$ cat src/rtl/mem_port_arbiter_if.sv
// ---------------------------------------------------------------------------
// mem_port_arbiter_if
//
// Bundles the signals between the CPU ports, the arbiter and the memory model.
//   Fetch port : if_req, if_addr -> ; <- if_rdata, if_ack
//   Data port  : d_req, d_we, d_addr, d_wdata -> ; <- d_rdata, d_ack
//   Memory     : <- mem_req, mem_we, mem_addr, mem_wdata ; mem_rdata, mem_ready ->
//
// Handshake rules:
//   A requester raises x_req and holds its address/data stable until it sees
//   x_ack for one cycle. The arbiter raises mem_req and holds mem_we, mem_addr
//   and mem_wdata stable until the memory returns mem_ready. mem_ready may
//   already be high in the first mem_req cycle, and mem_rdata is valid
//   whenever mem_ready is high.
//
// Modports:
//   slave  - arbiter view (takes requests, drives acks and the memory side)
//   master - environment view (CPU requesters plus the memory model)
// ---------------------------------------------------------------------------
interface mem_port_arbiter_if #(
    parameter int ADDR_W = 32,
    parameter int DATA_W = 32
);
    logic              if_req;
    logic [ADDR_W-1:0] if_addr;
    logic [DATA_W-1:0] if_rdata;
    logic              if_ack;

    logic              d_req;
    logic              d_we;
    logic [ADDR_W-1:0] d_addr;
    logic [DATA_W-1:0] d_wdata;
    logic [DATA_W-1:0] d_rdata;
    logic              d_ack;

    logic              mem_req;
    logic              mem_we;
    logic [ADDR_W-1:0] mem_addr;
    logic [DATA_W-1:0] mem_wdata;
    logic [DATA_W-1:0] mem_rdata;
    logic              mem_ready;

    modport slave (
        input  if_req, if_addr, d_req, d_we, d_addr, d_wdata, mem_rdata, mem_ready,
        output if_rdata, if_ack, d_rdata, d_ack, mem_req, mem_we, mem_addr, mem_wdata
    );

    modport master (
        output if_req, if_addr, d_req, d_we, d_addr, d_wdata, mem_rdata, mem_ready,
        input  if_rdata, if_ack, d_rdata, d_ack, mem_req, mem_we, mem_addr, mem_wdata
    );
endinterface

$ cat src/rtl/mem_port_arbiter.sv
// ---------------------------------------------------------------------------
// mem_port_arbiter
//
// Shares one single-ported unified memory between the instruction-fetch port
// and the data load/store port. Requests are serialised one at a time; data
// wins ties, except that fetch is forced once MAX_DSTREAK consecutive data
// grants have been made while a fetch was pending. Every completed transfer
// returns a one-cycle ack on the port that issued it.
//
// Ports:
//   clk        in   single clock, rising edge
//   rst        in   synchronous reset, active low
//   bus        ifc  mem_port_arbiter_if.slave (fetch, data and memory sides)
//   busy       out  1 while a transfer is granted (state != IDLE)
//   err        out  one-cycle timeout pulse (constant 0 without ARB_TIMEOUT_EN)
//   state_dbg  out  current FSM state (0 IDLE, 1 GNT_I, 2 GNT_D)
//
// Build option:
//   ARB_TIMEOUT_EN - when defined, a transfer that sees no mem_ready for
//   TIMEOUT_CYCLES cycles is completed anyway with rdata 32'hDEADBEEF and a
//   one-cycle err pulse. When undefined the arbiter waits on mem_ready
//   indefinitely.
//
// Latency: request seen in cycle N with the memory ready at once gives
// mem_req in N+1 and the ack in N+2; back-to-back transfers take 2 cycles each.
// ---------------------------------------------------------------------------
module mem_port_arbiter #(
    parameter int ADDR_W         = 32,
    parameter int DATA_W         = 32,
    parameter int MAX_DSTREAK    = 4,
    parameter int TIMEOUT_CYCLES = 64
) (
    input  logic                 clk,
    input  logic                 rst,
    mem_port_arbiter_if.slave    bus,
    output logic                 busy,
    output logic                 err,
    output logic [1:0]           state_dbg
);

    // Parameter sanity, caught at elaboration.
    generate
        if (MAX_DSTREAK < 1 || MAX_DSTREAK > 15 || TIMEOUT_CYCLES < 1) begin : g_bad_param
            $error("mem_port_arbiter: MAX_DSTREAK must be 1..15 and TIMEOUT_CYCLES >= 1");
        end
    endgenerate

    typedef enum logic [1:0] {
        IDLE  = 2'd0,
        GNT_I = 2'd1,
        GNT_D = 2'd2
    } state_t;

    state_t            state;
    logic              mem_req_q;
    logic              mem_we_q;
    logic [ADDR_W-1:0] mem_addr_q;
    logic [DATA_W-1:0] mem_wdata_q;
    logic [DATA_W-1:0] if_rdata_q;
    logic [DATA_W-1:0] d_rdata_q;
    logic              if_ack_q;
    logic              d_ack_q;
    logic              err_q;
    logic [3:0]        dstreak;

    logic              i_elig;
    logic              d_elig;
    logic              pick_i;
    logic              timeout_hit;
    logic              done;
    logic [DATA_W-1:0] rsp_data;
    logic [3:0]        dstreak_inc;

    // A requester whose ack is high this cycle is masked, so a req that is
    // still high in the ack cycle is not mistaken for a new request.
    assign i_elig = bus.if_req & ~if_ack_q;
    assign d_elig = bus.d_req  & ~d_ack_q;

    // Data has priority unless the streak guard has saturated.
    assign pick_i = i_elig & (~d_elig | (dstreak == 4'(MAX_DSTREAK)));

    assign dstreak_inc = (dstreak == 4'(MAX_DSTREAK)) ? dstreak : dstreak + 4'd1;

`ifdef ARB_TIMEOUT_EN
    localparam int TO_W = $clog2(TIMEOUT_CYCLES + 1);

    logic [TO_W-1:0] to_cnt;

    // Counts cycles spent in a grant state; held at 0 in IDLE so every new
    // grant starts from zero. mem_ready in the limit cycle takes precedence.
    always_ff @(posedge clk) begin
        if (!rst) begin
            to_cnt <= '0;
        end else if (state == IDLE) begin
            to_cnt <= '0;
        end else begin
            to_cnt <= to_cnt + 1'b1;
        end
    end

    assign timeout_hit = (state != IDLE) & ~bus.mem_ready &
                         (to_cnt == TO_W'(TIMEOUT_CYCLES - 1));
    assign rsp_data    = timeout_hit ? DATA_W'(32'hDEADBEEF) : bus.mem_rdata;
`else
    assign timeout_hit = 1'b0;
    assign rsp_data    = bus.mem_rdata;
`endif

    assign done = bus.mem_ready | timeout_hit;

    always_ff @(posedge clk) begin
        if (!rst) begin
            state       <= IDLE;
            mem_req_q   <= 1'b0;
            mem_we_q    <= 1'b0;
            mem_addr_q  <= '0;
            mem_wdata_q <= '0;
            if_rdata_q  <= '0;
            d_rdata_q   <= '0;
            if_ack_q    <= 1'b0;
            d_ack_q     <= 1'b0;
            err_q       <= 1'b0;
            dstreak     <= 4'd0;
        end else begin
            if_ack_q <= 1'b0;
            d_ack_q  <= 1'b0;
            err_q    <= 1'b0;
            case (state)
                IDLE: begin
                    if (pick_i) begin
                        state       <= GNT_I;
                        mem_req_q   <= 1'b1;
                        mem_we_q    <= 1'b0;
                        mem_addr_q  <= bus.if_addr;
                        mem_wdata_q <= '0;
                        dstreak     <= 4'd0;
                    end else if (d_elig) begin
                        state       <= GNT_D;
                        mem_req_q   <= 1'b1;
                        mem_we_q    <= bus.d_we;
                        mem_addr_q  <= bus.d_addr;
                        mem_wdata_q <= bus.d_wdata;
                        // The streak only grows while fetch is actually waiting.
                        dstreak     <= bus.if_req ? dstreak_inc : 4'd0;
                    end
                end
                GNT_I: begin
                    if (done) begin
                        state      <= IDLE;
                        mem_req_q  <= 1'b0;
                        if_ack_q   <= 1'b1;
                        if_rdata_q <= rsp_data;
                        err_q      <= timeout_hit;
                    end
                end
                GNT_D: begin
                    if (done) begin
                        state     <= IDLE;
                        mem_req_q <= 1'b0;
                        d_ack_q   <= 1'b1;
                        err_q     <= timeout_hit;
                        if (!mem_we_q) begin
                            d_rdata_q <= rsp_data;
                        end
                    end
                end
                default: begin
                    state     <= IDLE;
                    mem_req_q <= 1'b0;
                end
            endcase
        end
    end

    assign bus.mem_req   = mem_req_q;
    assign bus.mem_we    = mem_we_q;
    assign bus.mem_addr  = mem_addr_q;
    assign bus.mem_wdata = mem_wdata_q;
    assign bus.if_rdata  = if_rdata_q;
    assign bus.if_ack    = if_ack_q;
    assign bus.d_rdata   = d_rdata_q;
    assign bus.d_ack     = d_ack_q;

    assign busy      = (state != IDLE);
    assign err       = err_q;
    assign state_dbg = state;

endmodule
$ cat src/flat_wrapper.sv
// flat-port wrapper written by rule: the top's interface ports become plain ports
module mem_port_arbiter_flat 
#(
    parameter int ADDR_W         = 32,
    parameter int DATA_W         = 32,
    parameter int MAX_DSTREAK    = 4,
    parameter int TIMEOUT_CYCLES = 64
)
  (clk, rst, busy, err, state_dbg, bus_if_req, bus_if_addr, bus_d_req, bus_d_we, bus_d_addr, bus_d_wdata, bus_mem_rdata, bus_mem_ready, bus_if_rdata, bus_if_ack, bus_d_rdata, bus_d_ack, bus_mem_req, bus_mem_we, bus_mem_addr, bus_mem_wdata);
  mem_port_arbiter_if #(.ADDR_W(ADDR_W), .DATA_W(DATA_W)) bus_i ();
  input  logic clk;
  input  logic rst;
  output logic busy;
  output logic err;
  output logic [1:0] state_dbg;
  input wire logic [$bits(bus_i.if_req)-1:0] bus_if_req;
  input wire logic [$bits(bus_i.if_addr)-1:0] bus_if_addr;
  input wire logic [$bits(bus_i.d_req)-1:0] bus_d_req;
  input wire logic [$bits(bus_i.d_we)-1:0] bus_d_we;
  input wire logic [$bits(bus_i.d_addr)-1:0] bus_d_addr;
  input wire logic [$bits(bus_i.d_wdata)-1:0] bus_d_wdata;
  input wire logic [$bits(bus_i.mem_rdata)-1:0] bus_mem_rdata;
  input wire logic [$bits(bus_i.mem_ready)-1:0] bus_mem_ready;
  output wire logic [$bits(bus_i.if_rdata)-1:0] bus_if_rdata;
  output wire logic [$bits(bus_i.if_ack)-1:0] bus_if_ack;
  output wire logic [$bits(bus_i.d_rdata)-1:0] bus_d_rdata;
  output wire logic [$bits(bus_i.d_ack)-1:0] bus_d_ack;
  output wire logic [$bits(bus_i.mem_req)-1:0] bus_mem_req;
  output wire logic [$bits(bus_i.mem_we)-1:0] bus_mem_we;
  output wire logic [$bits(bus_i.mem_addr)-1:0] bus_mem_addr;
  output wire logic [$bits(bus_i.mem_wdata)-1:0] bus_mem_wdata;
  assign bus_i.if_req = bus_if_req;
  assign bus_i.if_addr = bus_if_addr;
  assign bus_i.d_req = bus_d_req;
  assign bus_i.d_we = bus_d_we;
  assign bus_i.d_addr = bus_d_addr;
  assign bus_i.d_wdata = bus_d_wdata;
  assign bus_i.mem_rdata = bus_mem_rdata;
  assign bus_i.mem_ready = bus_mem_ready;
  assign bus_if_rdata = bus_i.if_rdata;
  assign bus_if_ack = bus_i.if_ack;
  assign bus_d_rdata = bus_i.d_rdata;
  assign bus_d_ack = bus_i.d_ack;
  assign bus_mem_req = bus_i.mem_req;
  assign bus_mem_we = bus_i.mem_we;
  assign bus_mem_addr = bus_i.mem_addr;
  assign bus_mem_wdata = bus_i.mem_wdata;
  mem_port_arbiter #(.ADDR_W(ADDR_W), .DATA_W(DATA_W), .MAX_DSTREAK(MAX_DSTREAK), .TIMEOUT_CYCLES(TIMEOUT_CYCLES)) u_core (.clk(clk), .rst(rst), .bus(bus_i), .busy(busy), .err(err), .state_dbg(state_dbg));
endmodule
$ cat config.mk
export PLATFORM = sky130hd
export DESIGN_NAME = mem_port_arbiter_flat
export DESIGN_NICKNAME = d
export VERILOG_FILES = /design/src/rtl/mem_port_arbiter_if.sv /design/src/rtl/mem_port_arbiter.sv /design/src/flat_wrapper.sv
export SDC_FILE = /design/constraint.sdc
export NUM_CORES = 1
export LEC_CHECK = 0
export CORE_AREA = 2 2 119 121
export CTS_CLUSTER_SIZE = 20
export DETAILED_ROUTE_END_ITERATION = 16
export DIE_AREA = 0 0 121 123
export PLACE_DENSITY = 0.8
export SLEW_MARGIN = 5
export SYNTH_ARGS = -nofsm -noshare
export SYNTH_HDL_FRONTEND = slang
export SYNTH_SLANG_ARGS = --single-unit
$ cat constraint.sdc
create_clock -name clk -period 1.95 [get_ports clk]
set_input_delay 0.39 -clock clk [delete_from_list [all_inputs] [get_ports clk]]
set_output_delay 0.39 -clock clk [all_outputs]
set_load 0.01 [all_outputs]
==> results.toml <==
[outcome]
status = "finished clean"

[drt]
wl_per_cell_um = 14.9
finalWirelength_um = 16600
via_count = 5521
initialDrtViolationCount = 375
drtPass1Iterations = 5
drc = 0
via_per_inst = 4.94
antenna_left = 0

[global_routing]
grt_antenna_before_repair = 0
grt_use_total_pct = 21.4
grt_start_max_net_pins = 72
grt_pass1_wl_um = 25300
grt_pass1_vias = 4980
grt.overflow.total = 0

[clock_tree]
htreeDepth = 4
clockBufferDepth = 2
ctsHoldBuffers = 0
clk_pin_slew_ns = 0.05
cts_tree = "yes"
clkLatencyLatePin_ns = 0.42
cts_buffers = 17
post-cts-setup-buffers = 0
numClockSinks = 138
clockRootBuffer = "clkbuf_16"

[finish]
drive_gt1_share_pct = 7.14
final_net_count = 1065
final_common_cell = "clkdlybuf4s50_1"
syn2layout_area_growth_pct = 67.6
fill_cells = 1145
layout_common_cells = "clkdlybuf4s50_1, nand2_1, a21oi_1"
finalCoreUtilization_pct = 65.3
num_antenna_cells = 0

[power]
powerDensity_nw_per_um2 = 928
ir_drop_uv = 525
pwr-share-clk_pct = 42.2
p_total_mw = 8.25
power_frac_seq_pct = 38.1
cellInternalPower_mw = 6.18
p_sw_mw = 2.06
p_leak_nw = 3.26
comb_power_share_pct = 19.6
switching_share_pct = 25.0

[critical_path]
path_class = "reg -> out"
rr_worst_depth = 7
path_cells = "clkdlybuf4s50_1"
r2r_setup_slack_ns = 0.21
cp_slowest_cell = "clkdlybuf4s50_1"
critPathLaunchType = "flop"
r2r-start = "u_core.dstreak[0]"
arrival_ns = 1.49
slowest_delay_ns = 0.61
r2r_end = "u_core.bus.mem_wdata[18]"
crit_path_max_fanout = 6
crit_family = "buffers and inverters"
crit_buf_inv = 1
required_ns = 1.56
endpoint_kind = "output port"

[timing]
fmax_mhz = 533
skew_ns = 0.00666
rsz0062_at_grt = "false"
tns_ns = 0
hold_viol = 0
setup_viol = 0
min_period_ns = 1.88
slew_viol_final = 0
worst_hold_slack_ns = 0.450
fin_crit_sh_pct = 96.2

[floorplan]
die-width_um = 121
ios = 270
rows = 43
die_area_sq_um = 14900
fp.dieH_um = 123
core-area_sq_um = 13600
start_util_pct = 39.0

[synth]
synth_nets = 810
synth_area_sq_um = 5310
ys_ff_latch = 138
ys_seq_area_share_pct = 52.1
synth_area_per_cell_sq_um = 7.91
yosys_warnings = 0
syn_inst = 671
ys_types = 37

[placement]
dp_hpwl_um = 11500
place.gp.congestion = 0.834
port_buffers = 268

[min_path]
min_from = "u_core.bus.if_rdata[11]"
hold_class = "reg -> reg"
hold_end = "u_core.bus.if_rdata[11]"
min_delay_path_depth = 2

[flow_run]
maxCapViolCount = 0
## Yosys cell counts (all sizes together)
cell type  count  area share (%)
nand2        200              14
a21oi        167              16
dfxtp        138              52
nand3         38             3.6
o21ai         36             3.5
clkbuf        28             2.0
buf           27             3.5
inv            6            0.42
ha             5             1.2
nor2           4            0.28
nor2b          3            0.50
a31oi          2            0.24
nand2b         2            0.38
a211oi         1            0.14
a22o           1            0.17
a41oi          1            0.17
and2           1            0.12
and3b          1            0.17
and4b          1            0.19
conb           1           0.071
mux2           1            0.21
nand3b         1            0.14
nand4b         1            0.17
nor3           1           0.094
o2111ai        1            0.17
o221a          1            0.21
o31ai          1            0.14
or2            1            0.12
## sequential cells by signal, summed over array words and instances (netlist names)
| register | count |
|---|---|
| u_core.bus.d_rdata | 32 |
| u_core.bus.if_rdata | 32 |
| u_core.bus.mem_addr | 32 |
| u_core.bus.mem_wdata | 32 |
| u_core.dstreak | 4 |
| u_core.state_dbg | 2 |
| u_core.bus.d_ack | 1 |
| u_core.bus.if_ack | 1 |
| u_core.bus.mem_req | 1 |
| u_core.bus.mem_we | 1 |
## final cells by class
type                    count  area [sq um]  area share, %
clock buffers              22           484           5.45
multi-input cells         472          2250           25.3
well taps                 180           225           2.53
flip-flops and latches    138          2770           31.1
clock inverters             9           161           1.82
inverters                   6          23.8          0.267
repair buffers            291          2980           33.5
## tightest hold or removal path: cells and delay by family, from the launching register on
family | cells | cell delay, ns
compound gates | 1 | 0.05
flops | 1 | 0.30
simple gates | 1 | 0.05
## power by group through the flow
stage / clock network, mW / logic [mW] / registers (mW)
after floorplan: 0 / 0.604 / 3.29
after global placement: 0 / 1.60 / 3.20
after detailed placement: 0 / 1.62 / 3.20
after CTS: 3.54 / 1.63 / 3.15
after global routing: 3.68 / 1.75 / 3.17
final: 3.48 / 1.62 / 3.15
## cells by family after synthesis
kind of cell | after synthesis | synth area share [%]
buffers and inverters | 61 | 5.94
other | 1 | 0.0707
AO/OA/AOI/OAI | 211 | 20.7
AND/OR/NAND/NOR | 254 | 19.9
flip-flops | 138 | 52.1
adder cells (fa/ha/maj) | 5 | 1.18
multiplexers | 1 | 0.212
## worst max-delay path by stage
stage,startpoint,end,slack (ns),cells after the start
2_1_floorplan,u_core.state_dbg[0],u_core.bus.d_rdata[10],0.40,8
3_5_place_dp,bus_d_req,u_core.bus.mem_wdata[1],0.008,6
6_report,u_core.bus.if_ack,bus_if_ack,0.07,1
5_1_grt,u_core.bus.if_ack,bus_if_ack,0.02,1
3_3_place_gp,bus_d_req,u_core.bus.mem_wdata[9],0.05,6
4_1_cts,u_core.bus.if_ack,bus_if_ack,0.04,1
## routing by layer
layer  global-route usage, %  routed length (um)  up-vias
li1                        -                   -     2757
met1                    25.3                6670     2496
met2                    35.6                8050      223
met3                    6.46                1320       45
met4                    9.96                 573        0
met5                       0                   0        -
## metrics by stage
stage | cell area [sq um] | setup WS [ns] | std cells
2_1_floorplan | 5310 | 0.396 | 671
3_3_place_gp | 8250 | 0.0540 | 1087
3_5_place_dp | 8250 | 0.00765 | 1087
4_1_cts | 8890 | 0.0414 | 1118
5_1_grt | 8890 | 0.0156 | 1118
6_report | 8890 | 0.0740 | 1118
## timing repair
item,4_1_cts,5_1_grt
endpoints found under the setup margin,1,0
resized for setup,3,0
hold endpoints to repair,0,0
No activity file was read; power rests on OpenSTA's default activity.
==> patch 1 (config.mk and constraints unchanged) <==
Register the output `state_dbg` once more, cleared by the reset; this adds one clock of latency there. The other outputs are not delayed to match.
--- a/src/rtl/mem_port_arbiter.sv
+++ b/src/rtl/mem_port_arbiter.sv
@@ -183,6 +183,12 @@
 
     assign busy      = (state != IDLE);
     assign err       = err_q;
-    assign state_dbg = state;
+    always_ff @(posedge clk) begin
+        if (!rst) begin
+            state_dbg <= '0;
+        end else begin
+            state_dbg <= state;
+        end
+    end
 
 endmodule
Formal check against the unedited RTL: not equivalent (Yosys sat finds a counterexample within 4 cycles, from zero or initial values and one cycle with rst low).
==> patch 1 against the original RTL <==
Area after synthesis decreased by 1.3%. Register-to-register slack improved by 110 ps. Clock power decreased by 4%. Largest power group unchanged. Via count decreased by 8.2%. Sequential cell count increased by 2. Power decreased by 2.1%. Setup slack improved by 61 ps. Critical path type unchanged. Cell area decreased by 1.7%. Wire length decreased by 6.7%.
==> patch 1: results (changes against the original RTL) <==
Run status
  • Outcome: finished, final reports clean (unchanged)

Power and ir drop
  • Worst IR Drop VDD: 0.593 mV (was 0.525 mV)
  • P_sw: 2.02 mW (was 2.06 mW)
  • LEAKAGE: 3.23 nW (was 3.26 nW)

Detailed routing
  • 1st-iter DRT viols: 309 (was 375)
  • DRT Pass-1 Iters: 6 (was 5)
  • Via/cell ratio: 4.83 (was 4.94)
  • WL/cell: 14.8 µm (was 14.9 µm)

Global routing
  • First-pass GRT wire length: 24600 µm (was 25300 µm)
  • Global Route Usage Sum: 0.211 (was 0.214)
  • Initial antenna violation count: 0 (unchanged)
  • Pin count of the biggest net entering global routing: 52 (was 72)
  • Vias in the first global route: 4804 (was 4980)

Synthesis
  • Area contributors post-synth: dfxtp_1 54%, nand2_1 9.7%, a21boi_0 9.2% (was dfxtp_1 52%, a21oi_1 16%, nand2_1 14%)
  • Syn nets: 736 (was 810)
  • Synth cell types: 35 (was 37)
  • Avg Cell Area, Syn: 8.77 µm² (was 7.91 µm²)
  • Main synth FF type: dfxtp_1 (unchanged)
  • Post-synth top cells: 140 x dfxtp_1, 135 x nand2_1, 67 x nor2_1 (was 200 x nand2_1, 165 x a21oi_1, 138 x dfxtp_1)
  • Proportion of synthesized chip area in sequential cells: 0.535 (was 0.521)
  • Syn. warnings: 0 (unchanged)
  • Fraction of registers with async set/reset: 0 (unchanged)

Clock tree
  • Worst skew pair latency: 410 ps
  • Post-CTS Resized: 1 (was 3)
  • Post-CTS setup buffers: 0 (unchanged)
  • Maximum clock path buffer count: 2 (unchanged)
  • H-tree level count: 4 (unchanged)
  • Clk root buf: clkbuf_16 (unchanged)
  • Clock-pin slew on the worst setup and hold paths: 50 ps (about the same)
  • Num CTS Buffers: 17 (unchanged)

Min path
  • Hold Path Class: input pin to flop (was flop to flop)

Worst setup path
  • CP max FO: 4 (was 6)
  • Data arrival time of the critical path: 1430 ps (was 1490 ps)
  • Worst path slowest cell: clkdlybuf4s50_1 (unchanged)
  • CP delay by family, top: buffers and inverters (unchanged)
  • Slowest stage delay, CP: 590 ps (was 610 ps)
  • R2r setup slk: 320 ps (was 210 ps)

Place
  • I/O Buffers: 268 (unchanged)
  • GPL Wtd Cong: 0.780 (was 0.834)
  • DP Wirelength: 10800 µm (was 11500 µm)
  • Post-DP Area: 8130 µm² (was 8250 µm²)

STA
  • Setup TNS: 0 ps (unchanged)
  • Clock Skew: 7.55 ps (was 6.66 ps)

Layout
  • Nets: 996 (was 1065)
  • ANT cells: 0 (unchanged)
  • Layout cells sized above 1: 0.0690 (was 0.0714)
[patch 1: cell count changes after synthesis, sizes merged, moves of 32 or more]
cell / change
nor2: +63
nand3: -35
a21oi: -130
nand2: -65
o21ai: -33
a21boi: +64
a22o: +32
nor3: +32
[patch 1: layer usage]
metal  GRT usage  vias up  wire [µm]
met1       0.250     2355       6620
met4      0.0923        0        346
met3      0.0637       23        949
li1            -     2524          -
met5           0        -          0
met2       0.353      169       7590
[patch 1: kinds of logic after synthesis]
| kind of cell | share of synthesized area |
|---|---|
| flip-flops | 0.535 |
| AO/OA/AOI/OAI | 0.201 |
| AND/OR/NAND/NOR | 0.205 |
| buffers and inverters | 0.0454 |
| adder cells (fa/ha/maj) | 0.0119 |
| other | 0.000716 |
[patch 1: layout make-up]
type                            count  area (µm²)
Clock buffer                       19         453
Clock inverter                     13         164
Fill cell                        1184        4870
Inverter                            5        18.8
Multi-Input combinational cell    408        2200
Sequential cell                   140        2800
Tap cell                          180         225
Timing Repair Buffer              285        2880
[patch 1: power groups by stage]
stage	logic (mW)	clock network (mW)	registers (mW)
after detailed placement	1.51	0	3.29
after global routing	1.63	3.55	3.26
after CTS	1.52	3.41	3.23
final	1.50	3.34	3.23
after global placement	1.50	0	3.28
after floorplan	0.507	0	3.38
[patch 1: through the flow]
step	setup slack (ps)	hold slack, ps	std cells	power, mW	utilization
final	135	351	1050	8.07	0.642
after global routing	25.4	346	1050	8.44	0.642
after CTS	27.6	330	1050	8.15	0.642
after detailed placement	18.3	455	1018	4.80	0.597
after global placement	68.7	449	1018	4.78	0.597
after floorplan	451	457	597	3.89	-
[patch 1: final timing paths]
check,end,cells past startpoint,from
worst max register to register,u_core.bus.mem_addr[7]$_SDFFE_PN0P_,8,u_core.state[0]$_SDFFE_PN0P_
worst max-delay path,bus_mem_we,1,u_core.bus.mem_we$_SDFFE_PN0P_
worst min-delay path,u_core.dstreak[2]$_SDFFE_PN0P_,3,rst
worst min register to register,u_core.bus.d_rdata[31]$_SDFFE_PN0P_,2,u_core.bus.d_rdata[31]$_SDFFE_PN0P_
==> patch 2 (config.mk and constraints unchanged) <==
Made on the original files. The option `ARB_TIMEOUT_EN` is turned on by a define.
--- a/src/rtl/mem_port_arbiter.sv
+++ b/src/rtl/mem_port_arbiter.sv
@@ -24,6 +24,8 @@
 // Latency: request seen in cycle N with the memory ready at once gives
 // mem_req in N+1 and the ack in N+2; back-to-back transfers take 2 cycles each.
 // ---------------------------------------------------------------------------
+`define ARB_TIMEOUT_EN
+
 module mem_port_arbiter #(
     parameter int ADDR_W         = 32,
     parameter int DATA_W         = 32,
Formal check against the unedited RTL: same outputs for any inputs over 4 cycles, from zero or initial values and one cycle with rst low; that may be too few to reach the edited logic, so the function may still have changed.
==> patch 2 against the original RTL <==
Area after synthesis grew 6.5%. Setup slack lost 11 ps. Cell area grew 5.6%. Power grew 13%. Wire length grew 7.2%. Synthesized cell count shrank 6.3%. Global-route usage grew 2.1 points. Sequential cell count grew 8. Worst hold slack lost 140 ps. Critical endpoint is now u_core.bus.if_rdata[1]$_SDFFE_PN0P_. Largest power group unchanged.
==> patch 2: results (changes against the original RTL) <==
Synthesis
  • Synthesized instance count: 629 (was 671)
  • Proportion of synthesized chip area in sequential cells: 0.517 (was 0.521)
  • Area contributors post-synth: dfxtp_1 52%, nand2_1 7.5%, o221a_2 4.8% (was dfxtp_1 52%, a21oi_1 16%, nand2_1 14%)
  • Synth cell types: 41 (was 37)
  • Post-synth top cells: 146 x dfxtp_1, 113 x nand2_1, 52 x a21oi_1 (was 200 x nand2_1, 165 x a21oi_1, 138 x dfxtp_1)
  • Syn nets: 769 (was 810)

Worst setup path
  • Reg-to-Reg End: u_core.bus.if_rdata[1]$_SDFFE_PN0P_ (was u_core.bus.mem_wdata[18]$_SDFFE_PN0P_)
  • Reg2reg start: u_core.to_cnt[1]$_SDFF_PP0_ (was u_core.dstreak[0]$_SDFFE_PN0P_)
  • CP delay by family, top: compound AO/OA/AOI/OAI gates (was buffers and inverters)
  • Data arrival time of the critical path: 2250 ps (was 1490 ps)
  • Worst path slowest cell: nor2_4 (was clkdlybuf4s50_1)
  • R2r setup slk: 60 ps (was 210 ps)
  • Critical path type: flop to flop (was flop to primary output)
  • CP max FO: 24 (was 6)
  • Slowest stage delay, CP: 480 ps (was 610 ps)

Detailed routing
  • DR vias: 5674 (was 5521)
  • 1st-iter DRT viols: 387 (was 375)
  • WL/cell: 16.4 µm (was 14.9 µm)

Run status
  • Outcome: finished, final reports clean (unchanged)

Clock tree
  • Post-CTS Resized: 1 (was 3)

Global routing
  • Global Route Usage Sum: 0.235 (was 0.214)
  • Vias in the first global route: 5635 (was 4980)
  • First-pass GRT wire length: 27800 µm (was 25300 µm)

Place
  • DP Wirelength: 11900 µm (was 11500 µm)
  • Pre-CTS setup slack: -43.2 ps (was 7.65 ps)
  • Post-DP Area: 8640 µm² (was 8250 µm²)
  • GPL Wtd Cong: 0.770 (was 0.834)

Min path
  • Hold wc startpoint: rst (was u_core.bus.if_rdata[11]$_SDFFE_PN0P_)
  • Hold Path Class: input pin to flop (was flop to flop)

Layout
  • Non-Filler Instances: 1084 (was 1118)
  • Nets: 1032 (was 1065)
  • Layout cells sized above 1: 0.111 (was 0.0714)

Power and ir drop
  • LEAKAGE: 3.49 nW (was 3.26 nW)
  • Worst IR Drop VDD: 0.628 mV (was 0.525 mV)

STA
  • Clock Skew: 8.18 ps (was 6.66 ps)
  • Post-layout min period: 1890 ps (was 1880 ps)
-- patch 2: layer usage --
layer / GRT usage / vias to the layer above / routed length, µm
met3: 0.0743 / 34 / 1420
met4: 0.0988 / 0 / 436
met1: 0.280 / 2632 / 7270
li1: - / 2780 / -
met5: 0 / - / 0
met2: 0.392 / 228 / 8690
-- patch 2: how the worst min path moves through the flow --
stage,endpoint,slack (ps),cells after the start
after floorplan,u_core.to_cnt[0]$_SDFF_PP0_,410,1
after global placement,u_core.to_cnt[0]$_SDFF_PP0_,420,1
after detailed placement,u_core.to_cnt[0]$_SDFF_PP0_,430,1
after CTS,u_core.bus.d_ack$_SDFF_PN0_,300,3
after global routing,u_core.bus.d_ack$_SDFF_PN0_,350,3
final,u_core.bus.d_ack$_SDFF_PN0_,310,3
-- patch 2: area by class of cell --
class,count,area (µm²),area share
inverter,8,30.0,0.00320
clock inverter,10,229,0.0244
timing repair buffer,301,3020,0.322
multi-input combinational,418,2490,0.266
clock buffer,21,460,0.0490
tap,180,225,0.0240
sequential,146,2930,0.312
-- patch 2: logic make-up after synthesis --
| family | synth area share |
|---|---|
| AOI/OAI and AO/OA | 0.262 |
| xor gates and xnor gates | 0.00620 |
| adders and majority gates | 0.0133 |
| buffers and inverters | 0.0518 |
| DFF | 0.517 |
| muxes | 0.00177 |
| and+or+nand+nor | 0.147 |
-- patch 2: where the power goes --
| group | switching [mW] | total, mW | internal (mW) |
|---|---|---|---|
| Combinational | 0.955 | 2.06 | 1.11 |
| Sequential | 0.151 | 3.43 | 3.28 |
| Clock | 1.24 | 3.82 | 2.59 |
-- patch 2: tightest hold or removal path, cell delays in order --
cell and delay, ps:
buf_2 160, nand2_1 90, nor2_1 40
